`config.mk`:
```
export PLATFORM = sky130hd
export DESIGN_NAME = multicycle_ctrl
export DESIGN_NICKNAME = d
export VERILOG_FILES = /design/src/rtl/arm_ctrl_pkg.sv /design/src/rtl/cond_logic.sv /design/src/rtl/multicycle_ctrl.sv
export SDC_FILE = /design/constraint.sdc
export NUM_CORES = 1
export LEC_CHECK = 0
export BUFFER_PORTS_ARGS = -buffer_cell sky130_fd_sc_hd__buf_2
export CAP_MARGIN = 20
export CORE_MARGIN = 2
export CORE_UTILIZATION = 46
export DETAILED_ROUTE_END_ITERATION = 7
export PLACE_DENSITY_LB_ADDON = 0.1
export RECOVER_POWER = 100
export SLEW_MARGIN = 10
export SYNTH_ARGS = -nofsm -noshare
export SYNTH_HDL_FRONTEND = slang
export SYNTH_SLANG_ARGS = --single-unit
```
`constraint.sdc`:
```
create_clock -name CLK -period 2.03 [get_ports CLK]
set_input_delay 0.609 -clock CLK [delete_from_list [all_inputs] [get_ports CLK]]
set_output_delay 0.609 -clock CLK [all_outputs]
set_load 0.05 [all_outputs]
```
`src/rtl/arm_ctrl_pkg.sv`:
```
// Shared encodings for the multicycle ARM control unit: FSM states, datapath
// mux selects, ALU functions and condition codes.
package arm_ctrl_pkg;

    typedef enum logic [3:0] {
        StFetch  = 4'd0,
        StDecode = 4'd1,
        StMemAdr = 4'd2,
        StMemRd  = 4'd3,
        StMemWb  = 4'd4,
        StMemWr  = 4'd5,
        StExecR  = 4'd6,
        StExecI  = 4'd7,
        StAluWb  = 4'd8,
        StBranch = 4'd9
    } state_e;

    localparam logic [1:0] AluAdd = 2'b00;
    localparam logic [1:0] AluSub = 2'b01;
    localparam logic [1:0] AluAnd = 2'b10;
    localparam logic [1:0] AluOrr = 2'b11;

    localparam logic [1:0] ImmRot8   = 2'b00;
    localparam logic [1:0] ImmZext12 = 2'b01;
    localparam logic [1:0] ImmBr24   = 2'b10;

    localparam logic [1:0] SrcARd1    = 2'b00;
    localparam logic [1:0] SrcAPc     = 2'b01;
    localparam logic [1:0] SrcAAluOut = 2'b10;

    localparam logic [1:0] SrcBRd2  = 2'b00;
    localparam logic [1:0] SrcBExt  = 2'b01;
    localparam logic [1:0] SrcBFour = 2'b10;

    localparam logic [1:0] ResAluOut    = 2'b00;
    localparam logic [1:0] ResData      = 2'b01;
    localparam logic [1:0] ResAluResult = 2'b10;

    localparam logic [3:0] CondEq = 4'h0;
    localparam logic [3:0] CondNe = 4'h1;
    localparam logic [3:0] CondCs = 4'h2;
    localparam logic [3:0] CondCc = 4'h3;
    localparam logic [3:0] CondMi = 4'h4;
    localparam logic [3:0] CondPl = 4'h5;
    localparam logic [3:0] CondVs = 4'h6;
    localparam logic [3:0] CondVc = 4'h7;
    localparam logic [3:0] CondHi = 4'h8;
    localparam logic [3:0] CondLs = 4'h9;
    localparam logic [3:0] CondGe = 4'hA;
    localparam logic [3:0] CondLt = 4'hB;
    localparam logic [3:0] CondGt = 4'hC;
    localparam logic [3:0] CondLe = 4'hD;
    localparam logic [3:0] CondAl = 4'hE;

endpackage

```
`src/rtl/cond_logic.sv`:
```
// NZCV status register, condition evaluation and gating of architectural
// writes. The condition is captured once per instruction in DECODE.
module cond_logic
    import arm_ctrl_pkg::*;
(
    input  logic       clk,
    input  logic       resetn,
    input  logic [3:0] cond,
    input  logic [3:0] alu_flags,
    input  logic [1:0] flag_w,
    input  logic       decode,
    input  logic       exec,
    input  logic       fetch,
    input  logic       reg_w,
    input  logic       mem_w,
    input  logic       pcs,
    output logic       reg_write,
    output logic       mem_write,
    output logic       pc_write
);

    logic [3:0] flags_q;
    logic       cond_ex_q;
    logic       cond_ex;
    logic       n, z, c, v;

    assign {n, z, c, v} = flags_q;

    always_comb begin
        cond_ex = 1'b0;
        case (cond)
            CondEq: cond_ex = z;
            CondNe: cond_ex = ~z;
            CondCs: cond_ex = c;
            CondCc: cond_ex = ~c;
            CondMi: cond_ex = n;
            CondPl: cond_ex = ~n;
            CondVs: cond_ex = v;
            CondVc: cond_ex = ~v;
            CondHi: cond_ex = c & ~z;
            CondLs: cond_ex = ~c | z;
            CondGe: cond_ex = (n == v);
            CondLt: cond_ex = (n != v);
            CondGt: cond_ex = ~z & (n == v);
            CondLe: cond_ex = z | (n != v);
            CondAl: cond_ex = 1'b1;
            default: cond_ex = 1'b0;
        endcase
    end

    // Flags written in EXECx use the condition latched in DECODE, so the
    // following ALUWB is gated by the pre-update flags.
    always_ff @(posedge clk) begin
        if (!resetn) begin
            flags_q   <= 4'b0000;
            cond_ex_q <= 1'b0;
        end else begin
            if (decode) begin
                cond_ex_q <= cond_ex;
            end
            if (exec && cond_ex_q) begin
                if (flag_w[1]) flags_q[3:2] <= alu_flags[3:2];
                if (flag_w[0]) flags_q[1:0] <= alu_flags[1:0];
            end
        end
    end

    assign reg_write = reg_w & cond_ex_q;
    assign mem_write = mem_w & cond_ex_q;
    assign pc_write  = fetch | (pcs & cond_ex_q);

endmodule

```
`src/rtl/multicycle_ctrl.sv`:
```
// Main control FSM for the multicycle ARM core: sequences fetch, decode,
// execute and writeback and decodes the held instruction fields.
module multicycle_ctrl
    import arm_ctrl_pkg::*;
(
    input  logic       CLK,
    input  logic       RESETn,
    input  logic [3:0] Cond,
    input  logic [1:0] Op,
    input  logic [5:0] Funct,
    input  logic [3:0] Rd,
    input  logic [3:0] ALUFlags,
    output logic       PCWrite,
    output logic       MemWrite,
    output logic       RegWrite,
    output logic       IRWrite,
    output logic       AdrSrc,
    output logic [1:0] ALUSrcA,
    output logic [1:0] ALUSrcB,
    output logic [1:0] ResultSrc,
    output logic [1:0] ImmSrc,
    output logic [1:0] RegSrc,
    output logic [1:0] ALUControl,
    output logic [3:0] State
);

    state_e     state_q, state_d;
    logic       ir_write, adr_src, alu_op, reg_w, mem_w, branch;
    logic [1:0] src_a, src_b, res_src, alu_ctl, dec_ctl, flag_w;
    logic       no_write, known_op, arith_op;
    logic       reg_write, mem_write, pc_write, pcs;

    always_ff @(posedge CLK) begin
        if (!RESETn) state_q <= StFetch;
        else         state_q <= state_d;
    end

    always_comb begin
        state_d  = StFetch;
        ir_write = 1'b0;
        adr_src  = 1'b0;
        src_a    = SrcARd1;
        src_b    = SrcBRd2;
        res_src  = ResAluOut;
        alu_op   = 1'b0;
        reg_w    = 1'b0;
        mem_w    = 1'b0;
        branch   = 1'b0;
        case (state_q)
            StFetch: begin
                ir_write = 1'b1;
                src_a    = SrcAPc;
                src_b    = SrcBFour;
                res_src  = ResAluResult;
                state_d  = StDecode;
            end
            StDecode: begin
                src_a   = SrcAPc;
                src_b   = SrcBFour;
                res_src = ResAluResult;
                case (Op)
                    2'b01:   state_d = StMemAdr;
                    2'b00:   state_d = Funct[5] ? StExecI : StExecR;
                    2'b10:   state_d = StBranch;
                    default: state_d = StFetch;
                endcase
            end
            StMemAdr: begin
                src_b   = SrcBExt;
                state_d = Funct[0] ? StMemRd : StMemWr;
            end
            StMemRd: begin
                adr_src = 1'b1;
                state_d = StMemWb;
            end
            StMemWb: begin
                res_src = ResData;
                reg_w   = 1'b1;
            end
            StMemWr: begin
                adr_src = 1'b1;
                mem_w   = 1'b1;
            end
            StExecR: begin
                alu_op  = 1'b1;
                state_d = StAluWb;
            end
            StExecI: begin
                src_b   = SrcBExt;
                alu_op  = 1'b1;
                state_d = StAluWb;
            end
            StAluWb: begin
                reg_w = ~no_write;
            end
            StBranch: begin
                src_a   = SrcAAluOut;
                src_b   = SrcBExt;
                res_src = ResAluResult;
                branch  = 1'b1;
            end
            default: state_d = StFetch;
        endcase
    end

    // Unrecognised data-processing codes run as ADD but suppress all writes.
    always_comb begin
        dec_ctl  = AluAdd;
        known_op = 1'b1;
        arith_op = 1'b0;
        no_write = 1'b0;
        case (Funct[4:1])
            4'b0100: begin dec_ctl = AluAdd; arith_op = 1'b1; end
            4'b0010: begin dec_ctl = AluSub; arith_op = 1'b1; end
            4'b0000: dec_ctl = AluAnd;
            4'b1100: dec_ctl = AluOrr;
            4'b1010: begin dec_ctl = AluSub; arith_op = 1'b1; no_write = 1'b1; end
            default: begin dec_ctl = AluAdd; known_op = 1'b0; no_write = 1'b1; end
        endcase
    end

    always_comb begin
        alu_ctl = AluAdd;
        flag_w  = 2'b00;
        if (state_q == StMemAdr) begin
            alu_ctl = Funct[3] ? AluAdd : AluSub;
        end else if (alu_op) begin
            alu_ctl = dec_ctl;
            flag_w  = {Funct[0] & known_op, Funct[0] & arith_op};
        end
    end

    assign pcs = branch | (reg_w & (Rd == 4'd15));

    cond_logic u_cond_logic (
        .clk       (CLK),
        .resetn    (RESETn),
        .cond      (Cond),
        .alu_flags (ALUFlags),
        .flag_w    (flag_w),
        .decode    (state_q == StDecode),
        .exec      (alu_op),
        .fetch     (state_q == StFetch),
        .reg_w     (reg_w),
        .mem_w     (mem_w),
        .pcs       (pcs),
        .reg_write (reg_write),
        .mem_write (mem_write),
        .pc_write  (pc_write)
    );

    always_comb begin
        PCWrite    = 1'b0;
        MemWrite   = 1'b0;
        RegWrite   = 1'b0;
        IRWrite    = 1'b0;
        AdrSrc     = 1'b0;
        ALUSrcA    = 2'b00;
        ALUSrcB    = 2'b00;
        ResultSrc  = 2'b00;
        ImmSrc     = 2'b00;
        RegSrc     = 2'b00;
        ALUControl = 2'b00;
        State      = 4'd0;
        if (RESETn) begin
            PCWrite    = pc_write;
            MemWrite   = mem_write;
            RegWrite   = reg_write;
            IRWrite    = ir_write;
            AdrSrc     = adr_src;
            ALUSrcA    = src_a;
            ALUSrcB    = src_b;
            ResultSrc  = res_src;
            ImmSrc     = Op;
            RegSrc     = {Op == 2'b01, Op == 2'b10};
            ALUControl = alu_ctl;
            State      = state_q;
        end
    end

endmodule

```
Word level (Yosys, flattened, before mapping)
Cells that the tools add are included.
{"block": "totals", "regBits": 9, "wordCells": 102}
{"block": "op_classes", "n_mux": 34, "bitwise_logic": 16, "n_reduce_logical": 16, "n_eq_ne": 32}
{"cell": "$eq A4 B4 Y1 const B", "count": 12}
{"cell": "$eq A4 B3 Y1 const B", "count": 9}
{"cell": "$eq A4 B2 Y1 const B", "count": 5}
{"cell": "$mux W2", "count": 10}
{"cell": "$pmux W4 S5", "count": 1}
{"cell": "$pmux W1 S15", "count": 1}
{"cell": "$mux W1", "count": 14}
{"cell": "$logic_not A4 Y1", "count": 3}
{"cell": "$pmux W2 S2", "count": 3}
{"cell": "$pmux W4 S3", "count": 1}
{"cell": "$reduce_or A3 Y1", "count": 3}
{"cell": "$and A1 B1 Y1", "count": 8}
{"cell": "$eq A4 B1 Y1 const B", "count": 2}
{"cell": "$reduce_or A2 Y1", "count": 4}
{"cell": "$pmux W2 S3", "count": 1}
{"cell": "$reduce_or A5 Y1", "count": 1}
{"cell": "$mux W4", "count": 1}
{"cell": "$not A1 Y1", "count": 4}
{"cell": "$or A1 B1 Y1", "count": 4}
{"cell": "$reduce_and A2 Y1", "count": 2}
{"cell": "$reduce_or A4 Y1", "count": 1}
{"cell": "$mux W3", "count": 1}
{"cell": "$eq A2 B1 Y1 const B", "count": 1}
{"cell": "$eq A2 B2 Y1 const B", "count": 1}
{"cell": "5 further kinds", "count": 5}

Depth between registers and ports, before layout
{"block": "logic_depth", "word_depth": 8, "ltp_mapped": 6}

Modules after synthesis
From an unflattened synthesis, not the netlist that was laid out.
{"block": "unflattened", "hier_cells": 127, "area_unflattened_um2": 984.7}
{"mod": "multicycle_ctrl", "area_per_inst_um2": 568.0, "cells_each": 81, "n_inst": 1}
{"mod": "cond_logic", "area_per_inst_um2": 416.6, "cells_each": 46, "n_inst": 1}

Least setup slack after synthesis
OpenSTA, ideal clock, no wires.
{"block": "synth_path", "kind": "input-to-output", "start": "in Funct[3]", "end": "out ALUControl[1]", "cell_stages": 3, "slack_ns": -1.097, "arrival_ns": 2.518, "path_buffers": 1, "cell_sequence": "buf_4 xor2_1 nor4b_1"}
{"block": "synth_between", "elab_chain_len": 6, "word_cells_on_any_way": 9, "cone_classes": "eq/ne (3); mux (4); reduce/logical (2)"}
{"item": "from (decl)", "line": "multicycle_ctrl.sv:10", "source": "input logic [5:0] Funct,"}
{"item": "$eq A4 B4 Y1 / $eq A4 B2 Y1 (equally long branches)", "line": "multicycle_ctrl.sv:112", "source": "case (Funct[4:1])"}
{"item": "$reduce_or A2 Y1 (no line)"}
{"item": "$pmux W2 S3 (*)", "line": "multicycle_ctrl.sv:112"}
{"item": "$mux W2 (*)", "line": "multicycle_ctrl.sv:127", "source": "end else if (alu_op) begin"}
{"item": "$mux W2 (*)", "line": "multicycle_ctrl.sv:125", "source": "if (state_q == StMemAdr) begin"}
{"item": "$mux W2 (*)", "line": "multicycle_ctrl.sv:165", "source": "if (RESETn) begin"}
{"item": "to (decl)", "line": "multicycle_ctrl.sv:23", "source": "output logic [1:0] ALUControl,"}
Mark *: on every way between the ends. The rest lies on a longest branch, timed or not.

Worst setup path in the final report
{"block": "layout_path", "start": "reg state_q[2]", "end": "out ALUControl[0]"}
{"block": "layout_between", "elab_chain_len": 6, "word_cells_on_any_way": 8, "cone_classes": "eq/ne (3); mux (4); reduce/logical (1)"}
{"item": "from (decl)", "line": "multicycle_ctrl.sv:27", "source": "state_e state_q, state_d;"}
{"item": "from (signal assigned)", "line": "multicycle_ctrl.sv:34", "source": "if (!RESETn) state_q <= StFetch;"}
{"item": "from (signal assigned)", "line": "multicycle_ctrl.sv:35", "source": "else state_q <= state_d;"}
{"item": "$eq A4 B3 Y1", "line": "multicycle_ctrl.sv:49", "source": "case (state_q)"}
{"item": "$reduce_or A2 Y1 (no line)"}
{"item": "$mux W1", "line": "multicycle_ctrl.sv:49"}
{"item": "$mux W2", "line": "multicycle_ctrl.sv:127"}
{"item": "$mux W2 (*)", "line": "multicycle_ctrl.sv:125"}
{"item": "$mux W2 (*)", "line": "multicycle_ctrl.sv:165"}
Marked as above.

==> run_results.csv <==
group,metric,value,unit
sta,layout_setup_ws,-0.150,ns
logic_synthesis,ys_warn_count,0,
critical_path,crit_path_start_kind,"flop",
critical_path,arrival,1.57,ns
detailed_routing,wl,3070,um
cts,numClockSinks,9,
power_and_ir_drop,power.density,423,mW/mm^2
logic_synthesis,yosysTopAreaCellShare,19.7,%
final_layout,fillers,138,
placement,place_area,0.00134,mm^2
placement,detailedPlace.worstSlack,-0.273,ns
sta,tightest_slew,0.405,ns
logic_synthesis,synth_seq_cells,9,
die,start_util,47.5,%
global_route,antenna_found_initial,0,
die,die_h,48.6,um
cts,root_buffer,"clkbuf_4",
sta,setup_tns,-0.627,ns
logic_synthesis,synth-edff-count,0,
sta,fin_crit_sh,107,%
global_route,track_usage,25.8,%
placement,place_hpwl,2030,um
placement,io_buffers,42,
cts,tritoncts,"done",
die,core,0.00192,mm^2
status,status,"finished, violations left",
sta,slew-limit-headroom,72.6,%
logic_synthesis,synthArstFlopShare,0,%
sta,max_freq,459,MHz
cts,numCtsBuffers,3,
detailed_routing,dr.pass1.iters,4,
detailed_routing,drc,0,
logic_synthesis,ys_types,41,
die,row_count,16,
detailed_routing,ant_nets,0,
global_route,grt_max_degree,11,
cts,clk_latency,0.25,ns
final_layout,diodes,0,
final_layout,fin_area,0.00158,mm^2
critical_path,end_kind,"output pin",
status,failed_checks,"setup timing",
logic_synthesis,synth_top_flop_cell,"dfxtp_1",
final_layout,stdcell_count,208,
critical_path,critPathRequiredTime,1.42,ns
flow_run,max-cap-violations,0,
detailed_routing,wire_per_inst,14.8,um
worst_hold_path,hold_path_class,"reg -> reg",
detailed_routing,vias,1144,
power_and_ir_drop,finalPower,0.667,mW
sta,skew,0.00224,ns
logic_synthesis,synth_area,913,um^2
global_route,grt_overflow,0,
power_and_ir_drop,ir_drop,0.420,mV
power_and_ir_drop,power_leakage,0.673,nW
final_layout,syn_to_final_growth,72.5,%
critical_path,worstSetupPathType,"reg -> out",
sta,min_period,2.18,ns
global_route,grt_pass1_wl,4870,um
cts,clk_path_buf_depth,2,
logic_synthesis,avgSynthCellArea,7.43,um^2
detailed_routing,drt_iter0_drc,21,
logic_synthesis,yosys-top-cells-area,"dfxtp_1 20%, nor2b_1 7.5%, and2_1 5.5%, mux2i_1 5.5%, a21oi_1 4.9%",
sta,slew_viol_final,0,
logic_synthesis,netlist_instances,123,
sta,hold_slack,0.486,ns
critical_path,path_max_fanout,10,
die,die-area,0.00236,mm^2
global_route,grt_pass1_vias,1053,
placement,place_inst,202,
logic_synthesis,synth_area_leader_cell,"dfxtp_1",
logic_synthesis,seq_area_frac_synth,19.7,%
final_layout,mostFrequentLayoutCell,"buf_2",
sta,setup_viol,8,
detailed_routing,avgViaCountPerCell,5.50,
placement,place.gp.congestion,0.776,
cts,clk_pin_slew,0.07,ns
die,ios,43,
final_layout,nNetsFinal,204,
final_layout,layout-drive-gt1-share,56.9,%
sta,finalHoldViolations,0,
cts,cts-htree-levels,1,
final_layout,fin_util,82.0,%
sta,rsz0062_at_grt,"yes",
logic_synthesis,syn_nets,145,
final_layout,final_cell_mix,"24 x buf_2, 17 x buf_4, 15 x buf_6, 10 x nor2_1",
die,die_w,48.6,um
## registers in the layout (all words and copies together) (netlist names)
signal / cells
state_q: 4
u_cond_logic.flags_q: 4
u_cond_logic.cond_ex_q: 1
## worst max-delay path, cell delays in order (launching register included)
cell	delay, ns
dfxtp_2	0.34
buf_4	0.18
nor2_2	0.18
nor4bb_2	0.28
o21a_2	0.20
buf_8	0.14
## repair_timing
action | CTS | global route
endpoints found under the setup margin | 11 | 14
setup buffers | 1 | 1
resized for setup | 34 | 25
hold buffers | 0 | 0
pin swaps | 6 | 2
## cell families after synthesis
kind of cell	Yosys count	share of synthesized area (%)
buffers and inverters	11	6.03
AOI/OAI and AO/OA	22	16.3
muxes	7	8.36
DFF	9	19.7
and+or+nand+nor	69	44.8
xor gates and xnor gates	5	4.79
## final timing paths
check	startpoint	slack [ns]	to	cells past startpoint
max	state_q[2]$_SDFF_PN0_	-0.15	ALUControl[0]	5
min	state_q[0]$_SDFF_PN0_	0.49	state_q[0]$_SDFF_PN0_	1
max reg2reg	u_cond_logic.flags_q[3]$_SDFFE_PN0P_	0.48	u_cond_logic.cond_ex_q$_SDFFE_PN0P_	5
min reg2reg	state_q[0]$_SDFF_PN0_	0.49	state_q[0]$_SDFF_PN0_	1
## where the power goes
group	total [mW]	switching, mW	internal, mW
Combinational	0.335	0.194	0.140
Clock	0.141	0.0654	0.0757
Sequential	0.191	0.00799	0.183
Total	0.667	0.268	0.399
## area by class of cell
class	instances	area, um^2	share of cell area, %
multi-input combinational	103	842	53.5
timing repair buffer	62	477	30.3
tap	27	33.8	2.14
inverter	3	11.3	0.715
clock buffer	4	26.3	1.67
sequential	9	185	11.8
## routing by layer
metal  up-vias  global-route usage [%]  share of wire (%)
met5         -                       0                  0
met4         0                    10.5                3.6
met3        12                    3.70                5.9
met2        47                    45.4                 49
met1       534                    31.7                 41
li1        551                       -                  -
## synthesized netlist by cell type, drive strengths merged, types with 2 or more instances
| cell | n |
|---|---|
| o21bai | 2 |
| nor4 | 2 |
| nand3b | 2 |
| and2 | 8 |
| clkbuf | 2 |
| nor2 | 12 |
| nand2 | 6 |
| a31oi | 2 |
| dfxtp | 9 |
| a21oi | 10 |
| and2b | 2 |
| nand2b | 6 |
| nor2b | 12 |
| nor3 | 6 |
| o22ai | 2 |
| nand4 | 3 |
| nand3 | 2 |
| xnor2 | 4 |
| nor4b | 3 |
| inv | 3 |
| buf | 6 |
| mux2i | 5 |
| mux2 | 2 |
Power figures use the tool's default switching activity.
